### config.mk
export PLATFORM = sky130hd
export DESIGN_NAME = mem_port_arbiter
export DESIGN_NICKNAME = d
export VERILOG_FILES = /design/src/rtl/mem_port_arbiter.sv
export SDC_FILE = /design/constraint.sdc
export NUM_CORES = 1
export LEC_CHECK = 0
export ABC_AREA = 0
export BUFFER_PORTS_ARGS = -buffer_cell sky130_fd_sc_hd__buf_4
export CORE_ASPECT_RATIO = 1.1
export CORE_MARGIN = 2
export CORE_UTILIZATION = 46
export CTS_CLUSTER_SIZE = 20
export DETAILED_ROUTE_END_ITERATION = 8
export PLACE_DENSITY = 0.83
export SYNTH_ARGS = -nofsm -noshare
export SYNTH_HDL_FRONTEND = slang
export SYNTH_SLANG_ARGS = --single-unit
### constraint.sdc
create_clock -name i_clk -period 2.2 [get_ports i_clk]
set_input_delay 0.11 -clock i_clk [delete_from_list [all_inputs] [get_ports i_clk]]
set_output_delay 0.11 -clock i_clk [all_outputs]
set_load 0.005 [all_outputs]
### src/rtl/mem_port_arbiter.sv
// Round-robin arbiter that shares one memory port between the I-cache refill path and the data path.
// One transaction is in flight at a time; it ends with read data or a bus-timeout error for the granted side.
module mem_port_arbiter #(
  parameter int unsigned XLEN    = 32,
  parameter int unsigned TIMEOUT = 64,
  parameter int unsigned CNT_W   = 8
) (
  input  logic            i_clk,
  input  logic            i_rst,
  input  logic            i_ic_req,
  input  logic [XLEN-1:0] i_ic_addr,
  output logic            o_ic_ready,
  output logic [XLEN-1:0] o_ic_rdata,
  output logic            o_ic_err,
  input  logic            i_dm_req,
  input  logic            i_dm_we,
  input  logic [XLEN-1:0] i_dm_addr,
  input  logic [XLEN-1:0] i_dm_wd,
  input  logic [2:0]      i_dm_f3,
  output logic            o_dm_ready,
  output logic [XLEN-1:0] o_dm_rdata,
  output logic            o_dm_err,
  output logic            o_mem_req,
  output logic            o_mem_we,
  output logic [XLEN-1:0] o_mem_addr,
  output logic [XLEN-1:0] o_mem_wd,
  output logic [2:0]      o_mem_f3,
  input  logic            i_mem_ack,
  input  logic [XLEN-1:0] i_mem_rdata
);

  typedef enum logic [1:0] {IDLE, BUSY_I, BUSY_D, DONE} state_t;

  localparam logic        GRANT_D = 1'b1;
  localparam logic [2:0]  F3_WORD = 3'b010;
  localparam int unsigned TO_LAST = (TIMEOUT == 0) ? 0 : TIMEOUT - 1;

  state_t            state_q, state_d;
  logic              last_grant_q, last_grant_d;
  logic              we_q, we_d;
  logic [XLEN-1:0]   addr_q, addr_d;
  logic [XLEN-1:0]   wd_q, wd_d;
  logic [2:0]        f3_q, f3_d;
  logic [CNT_W-1:0]  cnt_q, cnt_d;
  logic              ic_ready_q, ic_ready_d;
  logic [XLEN-1:0]   ic_rdata_q, ic_rdata_d;
  logic              ic_err_q, ic_err_d;
  logic              dm_ready_q, dm_ready_d;
  logic [XLEN-1:0]   dm_rdata_q, dm_rdata_d;
  logic              dm_err_q, dm_err_d;
  logic              timed_out;
  logic [XLEN-1:0]   resp_data;

  always_comb begin
    // NOTE: every signal gets a default before the case so no path leaves it unassigned (no latches).
    state_d      = state_q;
    last_grant_d = last_grant_q;
    we_d         = we_q;
    addr_d       = addr_q;
    wd_d         = wd_q;
    f3_d         = f3_q;
    cnt_d        = cnt_q;
    ic_ready_d   = 1'b0;
    ic_rdata_d   = ic_rdata_q;
    ic_err_d     = ic_err_q;
    dm_ready_d   = 1'b0;
    dm_rdata_d   = dm_rdata_q;
    dm_err_d     = dm_err_q;
    timed_out    = (TIMEOUT != 0) && (cnt_q == CNT_W'(TO_LAST));
    // Writes return zero; an aborted transfer returns zero too.
    resp_data    = (i_mem_ack && !we_q) ? i_mem_rdata : '0;

    case (state_q)
      IDLE: begin
        if (i_ic_req || i_dm_req) begin
          // On a tie the side that did not win last time gets the port.
          last_grant_d = (i_ic_req && i_dm_req) ? ~last_grant_q : i_dm_req;
          cnt_d        = '0;
          if (last_grant_d == GRANT_D) begin
            state_d = BUSY_D;
            we_d    = i_dm_we;
            addr_d  = i_dm_addr;
            wd_d    = i_dm_wd;
            f3_d    = i_dm_f3;
          end else begin
            state_d = BUSY_I;
            we_d    = 1'b0;
            addr_d  = i_ic_addr;
            wd_d    = '0;
            f3_d    = F3_WORD;
          end
        end
      end
      BUSY_I, BUSY_D: begin
        if (i_mem_ack || timed_out) begin
          state_d = DONE;
          if (state_q == BUSY_I) begin
            ic_ready_d = 1'b1;
            ic_rdata_d = resp_data;
            ic_err_d   = !i_mem_ack;
          end else begin
            dm_ready_d = 1'b1;
            dm_rdata_d = resp_data;
            dm_err_d   = !i_mem_ack;
          end
        end else begin
          cnt_d = cnt_q + 1'b1;
        end
      end
      DONE:    state_d = IDLE;
      default: state_d = IDLE;
    endcase
  end

  // NOTE: state registers use non-blocking assignments so every flop samples pre-edge values.
  always_ff @(posedge i_clk) begin
    if (!i_rst) begin
      state_q      <= IDLE;
      last_grant_q <= GRANT_D;
      we_q         <= 1'b0;
      addr_q       <= '0;
      wd_q         <= '0;
      f3_q         <= '0;
      cnt_q        <= '0;
      ic_ready_q   <= 1'b0;
      ic_rdata_q   <= '0;
      ic_err_q     <= 1'b0;
      dm_ready_q   <= 1'b0;
      dm_rdata_q   <= '0;
      dm_err_q     <= 1'b0;
    end else begin
      state_q      <= state_d;
      last_grant_q <= last_grant_d;
      we_q         <= we_d;
      addr_q       <= addr_d;
      wd_q         <= wd_d;
      f3_q         <= f3_d;
      cnt_q        <= cnt_d;
      ic_ready_q   <= ic_ready_d;
      ic_rdata_q   <= ic_rdata_d;
      ic_err_q     <= ic_err_d;
      dm_ready_q   <= dm_ready_d;
      dm_rdata_q   <= dm_rdata_d;
      dm_err_q     <= dm_err_d;
    end
  end

  assign o_mem_req  = (state_q == BUSY_I) || (state_q == BUSY_D);
  assign o_mem_we   = we_q;
  assign o_mem_addr = addr_q;
  assign o_mem_wd   = wd_q;
  assign o_mem_f3   = f3_q;
  assign o_ic_ready = ic_ready_q;
  assign o_ic_rdata = ic_rdata_q;
  assign o_ic_err   = ic_err_q;
  assign o_dm_ready = dm_ready_q;
  assign o_dm_rdata = dm_rdata_q;
  assign o_dm_err   = dm_err_q;

endmodule
Word level (Yosys, flattened, before mapping)
Index checks and enable logic that the tools add are counted.
{"block": "classes", "n_reduce_logical": 16, "eq_ne": 7, "bitwise_logic": 2, "n_addsub": 1, "muxes": 15}
{"op": "two-way mux 32 bit", "count": 3}
{"op": "two-way mux 8 bit", "count": 2}
{"op": "case mux 8 bit (2 select lines)", "count": 1}
{"op": "AND reduction 3 bit", "count": 4}
{"op": "adder 8 x 1 -> 8 bit (second input constant)", "count": 1}
{"op": "equality test 8 x 6 -> 1 bit (second input constant)", "count": 1}
{"op": "two-way mux 2 bit", "count": 3}
{"op": "!= test 2 bit (second input constant)", "count": 3}
{"op": "case mux 2 bit (3 select lines)", "count": 1}
{"op": "equality test 2 bit (second input constant)", "count": 2}
{"op": "two-way mux 1 bit", "count": 4}
{"op": "AND reduction 2 bit", "count": 2}
{"op": "logical OR 1 bit", "count": 3}
{"op": "two-way mux 3 bit", "count": 1}
{"op": "equality test 2 x 1 -> 1 bit (second input constant)", "count": 1}
{"op": "logical AND 1 bit", "count": 2}
{"op": "zero test 1 bit", "count": 2}
{"op": "zero test 2 bit", "count": 1}
{"op": "NOT 1 bit", "count": 2}
{"op": "nonzero test 2 bit", "count": 1}
{"op": "OR reduction 2 bit", "count": 1}
{"block": "word_totals", "out_inout_bits": 137, "ff_bits": 147, "input_bits": 137, "elab_cells": 54}

Logic depth before layout (Yosys ltp)
{"block": "logic_depth", "ltp_word": 5, "depth_mapped": 8}

Worst setup path before layout
No wires, ideal clock.
{"block": "synth_timing", "path_kind": "register to register", "from": "register state_q[0]", "to": "register cnt_q[7]", "slack_ns": 0.371, "stages_incl_launch_ff": 8, "synth_period_minus_slack_ns": 1.829, "arrival_time_ns": 1.759, "t_required_ns": 2.131, "cell_sequence": "dfxtp_1 -> inv_1 -> ha_1 -> inv_1 -> a211o_1 -> buf_6 -> or4_1 -> o21ai_1"}
{"block": "synth_via", "elab_chain_len": 4}
{"element": "start, declared", "line": "38", "rtl": "state_t state_q, state_d;"}
{"element": "start signal, assigned", "line": "132", "rtl": "state_q <= state_d;"}
{"element": "equality test 2 x 1 -> 1 bit or equality test 2 bit (tied branches)", "line": "73", "rtl": "case (state_q)"}
{"element": "OR reduction 2 bit", "line": "73"}
{"element": "!= test 2 bit (no line) or nonzero test 2 bit (tied branches)"}
{"element": "AND reduction 3 bit (no line)"}
{"element": "end signal, assigned", "line": "138", "rtl": "cnt_q <= cnt_d;"}
{"element": "end, declared", "line": "44", "rtl": "logic [CNT_W-1:0] cnt_q, cnt_d;"}
Parallel ways exist; a longest one is shown, timed or not.
A chain may end at the register's enable or synchronous reset.

Final worst setup path
{"block": "layout_timing", "from": "register cnt_q[1]", "to": "register ic_rdata_q[29] (netlist: o_ic_rdata[29])"}
{"block": "layout_via", "elab_chain_len": 3}
{"element": "equality test 8 x 6 -> 1 bit", "line": "69", "rtl": "timed_out = (TIMEOUT != 0) && (cnt_q == CNT_W'(TO_LAST));"}
{"element": "logical OR 1 bit", "line": "95", "rtl": "if (i_mem_ack || timed_out) begin"}
{"element": "AND reduction 3 bit (no line)"}
{"element": "end signal, assigned", "line": "140", "rtl": "ic_rdata_q <= ic_rdata_d;"}
{"element": "end, declared", "line": "46", "rtl": "logic [XLEN-1:0] ic_rdata_q, ic_rdata_d;"}
No other way between the ends.

==> impl_results.md <==
- Final Skew: 0.00782 ns
- Chip Width: 111 um
- Number of synthesized flops with an enable pin: 0
- Crit-path slowest cell: dfxtp_1
- P_int: 6470 uW
- CP Class: flop to flop
- Clk_lat worst skew: 0.40 ns
- Synth cell count leaders: dfxtp_1 (147), nand2_1 (111), mux2i_1 (97), nor2_1 (68), a22oi_1 (35)
- CTS tree: done
- Top_reg_cell synth: dfxtp_1
- WL/cell: roughly 17 um
- Pwr dens: 1030 nW/um2
- Critical Path RT: 2.52 ns
- Least-Margin Pin Slew: around 1.3 ns
- First-pass iteration count of the detailed router: 6
- DRC viols: 0
- Max Freq: around 0.49 GHz
- Slowest stage delay, CP: 0.41 ns
- Share of layout cells above drive strength 1: a little over a third
- Slew HR: 10.7%
- Status: finished, final reports clean
- Clock power share: 31.6%
- Non-Filler Cell Area, Final: 9140 um2
- Clk buf depth: 2
- Cts bufs inserted: 17
- Sw Share: between 30% and 40%
- Largest net degree at the start of global routing: 72
- Asr flop ratio synth: 0%
- Reg power frac: 35.7%
- Die ar.: 13400 um2
- Share of Yosys cell area claimed by the top area cell type: about half
- CP Launch Type: flop
- Syn Std Cell Area: about 5800 um2
- Finished Layout Cells: 1080
- Routability congestion estimate: 0.939
- Fin crit share: 92.9%
- Initial DRC Count: between 300 and 400
- Grt total ovfl: 0
- Yosys warns: 0
- GRT Overall Usage: 26.2%
- Worst hold path class: primary input to flop
- Fill cells: 803
- Mean Syn Cell Area: a little under 10 um2
- Leakage power: 0.00398 uW
- # IOs: 274
- Post-Syn Nets: 737
- Post-synthesis cell count: just under 600
- Htree depth: 4
- Via/cell ratio: 5.25
- Placed inst area: between 7000 and 8000 um2
- Synthesized flop and latch total: about 150
- Final min period: 2.04 ns
- Max_cap viols: 0
- WL final: 18.1 mm
- Initial Util: a little under half
- Setup TNS Final: 0 ns
- Area Overhead vs Synth: 58.8%
- Switch Pwr: 2960 uW
- Initial antenna violation count: 0
- Detailed Place HPWL: ~12 mm
- Final Hold Viols: 0
- Critical path arrival: 2.37 ns
- Port bufs: approximately 270
- Final ANT Viol Nets: 0
- Rows: 42
- Crit Path Max Fanout: 21
- Core ar.: roughly 12000 um2
- Synth area leader: dfxtp_1
- Clock root cell: clkbuf_16
- Final Max Slew Viols: 0
- Combinational fraction of design power: between 30% and 40%
- RSZ-0062 raised after global routing: false
- Crit-path cells: ha_1 -> nor3b_4 -> a21oi_2 -> nor2_4 -> buf_12 -> mux2i_1
- Nets: 1053
- CTS sink count: roughly 150
- Synth area leaders: dfxtp_1 (51%), mux2i_1 (17%), nand2_1 (7.2%), a22oi_1 (4.6%), nor2_1 (4.4%)
- Ant. Diodes: 0
- CP endpoint kind: flop
- Die height: 121 um
- Final setup vio count: 0
- Vias in the first global route: 5818
- Clk pin slew, worst setup/hold paths: 0.06 ns
- Seq/Total Area, Yosys: 51.1%
- Multi-input combinational cell area: 2600 um2
- Vias: between 5000 and 6000
- First-pass GRT wire length: 28.6 mm
- Count leader, synth: dfxtp_1
- Total setup buffers inserted after CTS: 0
- Reg area: 2940 um2
- VDD IR max: a little under 0.0007 V
- Final design utilization: around three quarters
- Placed cell count: 988
- Distinct cells, synth: 45
logic make-up (layout without fill, tap and decap cells):
family                     Yosys count  after routing  synth area share, %
muxes                               97             97                 16.9
adders and majority gates            3              3                0.652
AOI/OAI and AO/OA                   96             96                 12.6
DFF                                147            147                 51.1
and+or+nand+nor                    202            202                 14.5
buffers and inverters               52            381                 4.26
cell usage in the layout, fill, tap and decap left out, drive strengths merged, types with 2 or more instances in the layout:
cell	instances
nor3	3
buf	285
dfxtp	147
o21ai	4
a221oi	4
clkbuf	19
clkinv	4
or4	2
nor3b	3
nand2	111
o32ai	2
ha	3
nor2	69
a21oi	5
mux2i	97
o2111ai	2
inv	9
bufinv	3
nand3	5
a211oi	33
o211a	2
a22oi	35
dlygate4sd3	60
nand4	2
routing by layer:
metal	track usage, %	vias to the layer above	share of wire [%]
met3	7.44	26	6.9
li1	-	2730	-
met2	48.8	236	53
met5	0	-	0
met1	28.8	2680	38
met4	8.67	0	1.4
what timing repair did:
action	CTS	global route
hold buffers	59	1
endpoints found under the hold margin	82	1
setup endpoints to repair	0	20
gates resized for setup	0	2
power groups by stage:
stage	registers [uW]	clock network [uW]	logic, uW
global route	3410	3150	3340
detailed placement	3410	0	2960
global placement	3390	0	2860
CTS	3360	3040	3050
finish	3370	2980	3080
floorplan	3420	0	1670
critical path, delay by kind of cell (launching register included):
| kind | cells | cell delay, ns |
|---|---|---|
| DFF | 1 | 0.41 |
| and+or+nand+nor | 2 | 0.61 |
| buffers and inverters | 1 | 0.24 |
| AOI/OAI and AO/OA | 1 | 0.16 |
| muxes | 1 | 0.22 |
| adders and majority gates | 1 | 0.31 |
final cells by class:
cell class	instances	share of cell area, %
tap	154	2.11
multi-input combinational	398	28.4
sequential	147	32.2
timing repair buffer	345	30.4
inverter	4	0.164
clock inverter	13	1.89
clock buffer	19	4.84
flip-flops by register name, summed over array words and instances, names as in the netlist:
register      count
cnt_q             8
last_grant_q      1
o_dm_err          1
o_dm_rdata       32
o_dm_ready        1
o_ic_err          1
o_ic_rdata       32
o_ic_ready        1
o_mem_addr       32
o_mem_f3          3
o_mem_wd         32
o_mem_we          1
state_q           2
per-stage QoR:
step                hold WS, ns  total power, uW  worst slack, ns
finish                   0.0196             9430            0.157
detailed placement        0.367             6370            0.184
global placement          0.361             6250            0.306
global route            0.00907             9900           0.0156
CTS                     0.00395             9450            0.131
floorplan                 0.272             5090            0.371
final timing paths:
check / slack, ns / endpoint / from / cells past startpoint
max reg2reg: 0.16 / o_ic_rdata[29] / cnt_q[1] / 6
min: 0.02 / o_ic_rdata[11] / i_mem_rdata[11] / 3
min reg2reg: 0.46 / o_dm_rdata[21] / o_dm_rdata[21] / 2
max: 0.16 / o_ic_rdata[29] / cnt_q[1] / 6
No activity file was read; power rests on OpenSTA's default activity.
